### src/rtl/branch_metric_param.sv
// Viterbi branch metric unit: builds a codeword table from run-time generator polynomials,
// then streams symbols into registered per-branch metrics. Define SOFT_DECISION_EN for soft metrics.
module branch_metric_param #(
  parameter int K = 3,
  parameter int N = 2,
  parameter int Q = 3,
  localparam int BRANCHES = 2 ** K,
  localparam int QMAX = 2 ** Q - 1,
`ifdef SOFT_DECISION_EN
  localparam int MW = $clog2(N * QMAX + 1)
`else
  localparam int MW = $clog2(N + 1)
`endif
) (
  input  logic                   clk,
  input  logic                   rst,
  input  logic                   i_cfg_valid,
  input  logic [N*K-1:0]         i_poly,
  output logic                   o_busy,
  input  logic                   i_rx_valid,
  input  logic [N*Q-1:0]         i_rx,
  output logic                   o_rx_ready,
  output logic                   o_valid,
  input  logic                   i_out_ready,
  output logic [BRANCHES*MW-1:0] o_dist
);

  typedef enum logic [1:0] {IDLE, BUILD, RUN} state_t;

  state_t                 state_q, state_d;
  logic [N*K-1:0]         poly_q, poly_d;
  logic [K-1:0]           idx_q, idx_d;
  logic [BRANCHES*N-1:0]  table_q;
  logic                   valid_q, valid_d;
  logic [BRANCHES*MW-1:0] dist_q, dist_d;
  logic                   tbl_we;
  logic                   dist_ld;
  logic                   rx_ready;
  logic [K-1:0]           shift_r;
  logic [N-1:0]           cw_build;

  // Branch b = 2*s+u, so the shift register {u, s} is the index rotated right by one.
  assign shift_r = {idx_q[0], idx_q[K-1:1]};

  genvar gi;
  generate
    for (gi = 0; gi < N; gi++) begin : g_cw
      assign cw_build[gi] = ^(poly_q[gi*K +: K] & shift_r);
    end
  endgenerate

  generate
    for (gi = 0; gi < BRANCHES; gi++) begin : g_metric
      logic [MW-1:0] acc;
      always_comb begin
        acc = '0;
        for (int j = 0; j < N; j++) begin
`ifdef SOFT_DECISION_EN
          // Inverting the field when the expected bit is 1 yields QMAX - field.
          acc = acc + MW'(i_rx[j*Q +: Q] ^ {Q{table_q[gi*N + j]}});
`else
          acc = acc + MW'(i_rx[j*Q + Q - 1] ^ table_q[gi*N + j]);
`endif
        end
      end
      assign dist_d[gi*MW +: MW] = acc;
    end
  endgenerate

`ifndef SOFT_DECISION_EN
  logic rx_lsb_unused;
  assign rx_lsb_unused = ^i_rx;
`endif

  always_comb begin
    state_d  = state_q;
    poly_d   = poly_q;
    idx_d    = idx_q;
    valid_d  = valid_q;
    tbl_we   = 1'b0;
    dist_ld  = 1'b0;
    rx_ready = 1'b0;
    case (state_q)
      IDLE: begin
        if (i_cfg_valid) begin
          poly_d  = i_poly;
          idx_d   = '0;
          state_d = BUILD;
        end
      end
      BUILD: begin
        tbl_we = 1'b1;
        idx_d  = idx_q + 1'b1;
        if (idx_q == K'(BRANCHES - 1)) state_d = RUN;
      end
      RUN: begin
        if (i_cfg_valid) begin
          valid_d = 1'b0;
          poly_d  = i_poly;
          idx_d   = '0;
          state_d = BUILD;
        end else begin
          rx_ready = !valid_q || i_out_ready;
          if (rx_ready && i_rx_valid) begin
            valid_d = 1'b1;
            dist_ld = 1'b1;
          end else if (i_out_ready) begin
            valid_d = 1'b0;
          end
        end
      end
      default: state_d = IDLE;
    endcase
  end

  always_ff @(posedge clk or negedge rst) begin
    if (!rst) begin
      state_q <= IDLE;
      poly_q  <= '0;
      idx_q   <= '0;
      table_q <= '0;
      valid_q <= 1'b0;
      dist_q  <= '0;
    end else begin
      state_q <= state_d;
      poly_q  <= poly_d;
      idx_q   <= idx_d;
      valid_q <= valid_d;
      if (tbl_we) table_q[idx_q*N +: N] <= cw_build;
      if (dist_ld) dist_q <= dist_d;
    end
  end

  assign o_busy     = (state_q == BUILD);
  assign o_rx_ready = rx_ready;
  assign o_valid    = valid_q;
  assign o_dist     = dist_q;

endmodule

### config.mk
export PLATFORM = sky130hd
export DESIGN_NAME = branch_metric_param
export DESIGN_NICKNAME = d
export VERILOG_FILES = /design/src/rtl/branch_metric_param.sv
export SDC_FILE = /design/constraint.sdc
export NUM_CORES = 1
export LEC_CHECK = 0
export CAP_MARGIN = 20
export CELL_PAD_IN_SITES_DETAIL_PLACEMENT = 1
export CELL_PAD_IN_SITES_GLOBAL_PLACEMENT = 1
export CORE_MARGIN = 4
export CORE_UTILIZATION = 45
export CTS_BUF_LIST = sky130_fd_sc_hd__clkbuf_4 sky130_fd_sc_hd__clkbuf_8
export DETAILED_ROUTE_END_ITERATION = 12
export GPL_ROUTABILITY_DRIVEN = 0
export PLACE_DENSITY_LB_ADDON = 0.1
export SLEW_MARGIN = 20
export SYNTH_ARGS = -nofsm -noshare
export SYNTH_HDL_FRONTEND = slang
export SYNTH_SLANG_ARGS = --single-unit
### constraint.sdc
create_clock -name clk -period 2.9 [get_ports clk]
set_clock_uncertainty 0.1 [all_clocks]
set_input_delay 0.58 -clock clk [delete_from_list [all_inputs] [get_ports clk]]
set_output_delay 0.58 -clock clk [all_outputs]
set_load 0.02 [all_outputs]
==> results of run 1 <==
[per-layer routing]
layer | GRT usage, % | part of all wire, % | vias to the layer above
met1 | 20.0 | 42 | 755
li1 | - | - | 714
met4 | 6.53 | 1.8 | 0
met3 | 3.95 | 3.1 | 9
met2 | 31.1 | 53 | 28
met5 | 0 | 0 | -
[cell families after synthesis]
logic type	Yosys count	synth area share (%)
flops	44	48.0
simple gates	35	10.8
compound gates	29	9.06
mux	25	12.2
xor+xnor	20	8.84
buf+inv	15	2.89
fa+ha+maj	15	8.19
[power breakdown]
| part | internal [W] | switching [W] | leakage, nW | total [W] |
|---|---|---|---|---|
| Clock | 0.000282 | 0.000216 | 0.0614 | 0.000498 |
| Combinational | 0.000638 | 0.000749 | 0.635 | 0.00139 |
| Sequential | 0.000838 | 0.000179 | 0.572 | 0.00102 |
| Total | 0.00176 | 0.00114 | 1.27 | 0.00290 |
[synthesized netlist by cell type (2+ instances only)]
cell type   n  share of area [%]
o31ai_1     8                2.6
nor2_1      3               0.49
buf_2       2               0.44
a22o_1      2               0.76
xnor3_1     2                2.0
nand2_1     6               0.98
mux2_2     23                 11
o2bb2ai_1   2               0.76
o21ai_0    12                2.6
ha_1       15                8.2
nand3b_1    4                1.3
or3_1       2               0.55
nand4b_1    2               0.76
xor2_1     18                6.9
clkbuf_1    4               0.65
inv_1       8                1.3
mux2i_1     2               0.87
dfrtp_1    44                 48
nor2b_1     2               0.55
o41ai_1     2               0.76
and2_1      4                1.1
[critical path, stage by stage]
cell	delay, ns
clkdlybuf4s50_1	0.50
nor3_1	0.23
clkdlybuf4s50_1	0.64
[final cells by class]
cell class | count | area share, %
inverters | 8 | 1.08
multi-input cells | 124 | 40.4
flip-flops and latches | 44 | 39.6
clock buffers | 6 | 2.97
well taps | 67 | 3.01
repair buffers | 33 | 11.6
clock inverters | 2 | 1.39
[sequential cells by signal (all words and copies together), names as in the netlist]
| register | cells |
|---|---|
| idx_q | 3 |
| state_q | 2 |
| table_q | 16 |
| o_valid | 1 |
| o_dist | 16 |
| poly_q | 6 |
[per-stage QoR]
| stage | utilization [%] | power, W |
|---|---|---|
| floorplan | - | 0.00193 |
| global placement | 55.2 | 0.00232 |
| finish | 57.8 | 0.00290 |
| CTS | 57.7 | 0.00294 |
| global route | 57.8 | 0.00311 |
| detailed placement | 55.2 | 0.00242 |
[worst max-delay path by stage]
stage | startpoint | endpoint | slack [ns] | cells past startpoint
6_report | i_cfg_valid | o_rx_ready | 0.27 | 3
5_1_grt | i_cfg_valid | o_rx_ready | 0.21 | 3
4_1_cts | i_cfg_valid | o_rx_ready | 0.25 | 3
3_5_place_dp | i_cfg_valid | o_rx_ready | 0.26 | 3
3_3_place_gp | i_cfg_valid | o_rx_ready | 0.30 | 3
2_1_floorplan | idx_q[0] | table_q[12] | 0.76 | 7
==> flow_metrics.env, run 1 <==
export IMPL_stdcell_count=284
export IMPL_die_x_um=79.4
export IMPL_final_common_cell="dfrtp_1"
export IMPL_syn_cell_area_um2=2290
export IMPL_hold_ws_ns=0.161
export IMPL_cts_tree="built"
export IMPL_dr_total_vias=1506
export IMPL_relSlewSlack_pct=58.5
export IMPL_grt_pass1_vias=1669
export IMPL_clk_path_buf_depth=2
export IMPL_synth_edf_count=0
export IMPL_synthFlopType="dfrtp_1"
export IMPL_initial_core_util_pct=47.6
export IMPL_synth_distinct_cells=37
export IMPL_n_fill_cell=516
export IMPL_critical_path_class="in -> out"
export IMPL_final_hold_viol_count=0
export IMPL_die_y_um=79.4
export IMPL_routed_wl_um=4930
export IMPL_rsz0062_at_grt="no"
export IMPL_ant_nets=0
export IMPL_io_buffers=31
export IMPL_setup_ws_ns=0.270
export IMPL_grt_pass1_wl_um=8300
export IMPL_r2r_start="idx_q[1]"
export IMPL_period_share_pct=90.7
export IMPL_num_rows=25
export IMPL_seq_area_um2=1100
export IMPL_synth_seq_area_share_pct=48.0
export IMPL_drt_pass1_iter_count=4
export IMPL_power_density_nw_per_um2=1040
export IMPL_layout_common_cells="dfrtp_1, clkdlybuf4s50_1, mux2_2"
export IMPL_worstSetupStartpointType="input pin"
export IMPL_drcViolationCount=0
export IMPL_design_core_area_um2=4820
export IMPL_yosys_warnings=0
export IMPL_final_layout_size_suffix_gt1_share_pct=19.4
export IMPL_p_leak_nw=1.27
export IMPL_hold_path_class="in -> async"
export IMPL_root_buffer="clkbuf_8"
export IMPL_fin_crit_ns=2.63
export IMPL_dieArea_um2=6300
export IMPL_ioPinCount=36
export IMPL_area_delta_synth_final_pct=21.5
export IMPL_first_iter_violations=83
export IMPL_async_flop_share_pct=100
export IMPL_rr_endpoint="table_q[8]"
export IMPL_ys_ff_latch=44
export IMPL_dpl_instance_area_um2=2660
export IMPL_wl_per_cell_um=17.4
export IMPL_rr_worst_depth=6
export IMPL_fin_nets=248
export IMPL_grt_start_max_net_pins=45
export IMPL_track_usage_pct=17.3
export IMPL_clock_sinks=44
export IMPL_status="finished clean"
export IMPL_drv_cap=0
export IMPL_syn_inst=183
export IMPL_cts_resized=0
export IMPL_dp_cells=276
export IMPL_path_clk_slew_ns=0.08
export IMPL_via_per_inst=5.30
export IMPL_finalSetupViolations=0
export IMPL_antenna_found_initial=0
export IMPL_htree_levels=2
export IMPL_dp_slack_ns=0.259
export IMPL_worstMarginPinSlew_ns=0.620
export IMPL_clkLatencyLatePin_ns=0.30
export IMPL_avgSynthCellArea_um2=12.5
export IMPL_drv_slew=0
export IMPL_peakVddDrop_v=0.000541
export IMPL_critPathArrivalTime_ns=1.95
export IMPL_cp_data_required_time_ns=2.22
export IMPL_crit_path_max_fanout=5
export IMPL_postCtsHoldBufs=0
export IMPL_diodes=0
export IMPL_cts_made_buffers=5
export IMPL_grt_ovfl_total=0
export IMPL_hpwlAfterDp_um=3680
export IMPL_post_cts_buffers=0
export IMPL_synth_fp_nets=215
export IMPL_final_area_um2=2780
export IMPL_end_kind="output port"
export IMPL_multiInputGateArea_um2=1120
export IMPL_tns_ns=0
export IMPL_fmax_mhz=380
export IMPL_r2r_slack_ns=0.49
(Power assumes the default switching activity.)
==> inputs of run 2 (changes only) <==
--- a/config.mk
+++ b/config.mk
@@ -8,6 +8,7 @@
 export CAP_MARGIN = 20
 export CELL_PAD_IN_SITES_DETAIL_PLACEMENT = 1
 export CELL_PAD_IN_SITES_GLOBAL_PLACEMENT = 1
+export CORE_ASPECT_RATIO = 0.5
 export CORE_MARGIN = 4
 export CORE_UTILIZATION = 45
 export CTS_BUF_LIST = sky130_fd_sc_hd__clkbuf_4 sky130_fd_sc_hd__clkbuf_8
==> flow_metrics.env, run 2 (synthesized netlist as in run 1, its figures left out) <==
export IMPL_rr_worst_depth=6
export IMPL_path_clk_slew_ns=0.09
export IMPL_dr_total_vias=1486
export IMPL_period_share_pct=90.2
export IMPL_end_kind="output port"
export IMPL_root_buffer="clkbuf_8"
export IMPL_postCtsHoldBufs=0
export IMPL_dp_slack_ns=0.268
export IMPL_rr_endpoint="table_q[8]"
export IMPL_setup_ws_ns=0.285
export IMPL_fin_nets=248
export IMPL_fin_crit_ns=2.62
export IMPL_critPathArrivalTime_ns=1.94
export IMPL_hold_path_class="in -> async"
export IMPL_fmax_mhz=382
export IMPL_diodes=0
export IMPL_first_iter_violations=53
export IMPL_grt_pass1_vias=1504
export IMPL_grt_start_max_net_pins=45
export IMPL_dpl_instance_area_um2=2660
export IMPL_crit_path_end="o_rx_ready"
export IMPL_cts_made_buffers=5
export IMPL_r2r_slack_ns=0.51
export IMPL_area_delta_synth_final_pct=21.2
export IMPL_cts_resized=0
export IMPL_cts_tree="built"
export IMPL_drcViolationCount=0
export IMPL_drv_slew=0
export IMPL_drv_cap=0
export IMPL_worstSetupStartpointType="input pin"
export IMPL_dp_cells=279
export IMPL_final_area_um2=2780
export IMPL_clk_path_buf_depth=2
export IMPL_power_w=0.00289
export IMPL_cp_data_required_time_ns=2.22
export IMPL_r2r_start="idx_q[1]"
export IMPL_grt_ovfl_total=0
export IMPL_status="finished clean"
export IMPL_grt_pass1_wl_um=7840
export IMPL_layout_common_cells="dfrtp_1, clkdlybuf4s50_1, mux2_2"
export IMPL_routed_wl_um=4690
export IMPL_crit_path_max_fanout=5
export IMPL_clock_sinks=44
export IMPL_post_cts_buffers=0
export IMPL_design_core_area_um2=4930
export IMPL_stdcell_count=287
export IMPL_p_leak_nw=1.26
export IMPL_dieArea_um2=6370
export IMPL_ioPinCount=36
export IMPL_track_usage_pct=16.2
export IMPL_final_hold_viol_count=0
export IMPL_io_buffers=31
export IMPL_die_x_um=109
export IMPL_ant_nets=0
export IMPL_antenna_found_initial=0
export IMPL_relSlewSlack_pct=35.9
export IMPL_rsz0062_at_grt="no"
export IMPL_cp_startpoint="i_cfg_valid"
export IMPL_final_common_cell="dfrtp_1"
export IMPL_multiInputGateArea_um2=1120
export IMPL_critical_path_class="in -> out"
export IMPL_via_per_inst=5.18
export IMPL_tns_ns=0
export IMPL_worstMarginPinSlew_ns=0.961
export IMPL_power_density_nw_per_um2=1040
export IMPL_htree_levels=2
export IMPL_hpwlAfterDp_um=3460
export IMPL_n_fill_cell=508
export IMPL_num_rows=18
export IMPL_finalSetupViolations=0
export IMPL_final_layout_size_suffix_gt1_share_pct=19.4
export IMPL_seq_area_um2=1100
export IMPL_initial_core_util_pct=46.5
export IMPL_die_y_um=58.5
export IMPL_peakVddDrop_v=0.000428
export IMPL_clkLatencyLatePin_ns=0.30
export IMPL_drt_pass1_iter_count=4
export IMPL_wl_per_cell_um=16.3
-- run 2: cell types whose count changed in the layout (fill, tap and decap cells not counted), sizes merged --
cell	previous run	this run
clkinvlp	0	1
clkinv	1	0
clkbuf	6	5
inv	8	9
-- run 2: critical path, stage by stage --
cell and delay [ns]:
clkdlybuf4s50_1 0.51, nor3_1 0.22, clkdlybuf4s50_1 0.63
-- run 2: worst min path at each step --
stage | depth (start not counted) | startpoint | endpoint | slack [ns]
2_1_floorplan | 0 | rst | idx_q[0] | 0.18
3_3_place_gp | 2 | o_valid | o_valid | 0.39
3_5_place_dp | 1 | o_dist[11] | o_dist[11] | 0.40
4_1_cts | 1 | rst | o_dist[13] | 0.36
5_1_grt | 1 | rst | o_dist[9] | 0.39
6_report | 1 | rst | o_dist[9] | 0.32
-- run 2: metrics by stage --
step	hold slack [ns]	utilization, %
after global routing	0.395	56.3
final	0.316	56.3
after detailed placement	0.395	54.0
after CTS	0.358	56.3
after floorplan	0.184	-
after global placement	0.387	54.0
-- run 2: metal layers --
layer  global-route usage (%)  wire length, um
met5                        0                0
met1                     23.4             2430
met4                     4.50               46
met2                     23.9             1990
met3                     4.60              224
-- run 2: cell type report --
type	count	share of cell area, %
inverter	8	1.08
clock inverter	3	1.67
clock buffer	5	2.48
timing repair buffer	33	11.5
sequential	44	39.6
tap	70	3.15
multi-input combinational	124	40.5
-- run 2: where the power goes --
| group | total (W) | internal, W | switching (W) |
|---|---|---|---|
| logic | 0.00138 | 0.000642 | 0.000738 |
| registers | 0.00102 | 0.000838 | 0.000179 |
| clock network | 0.000489 | 0.000260 | 0.000230 |
| total | 0.00289 | 0.00174 | 0.00115 |
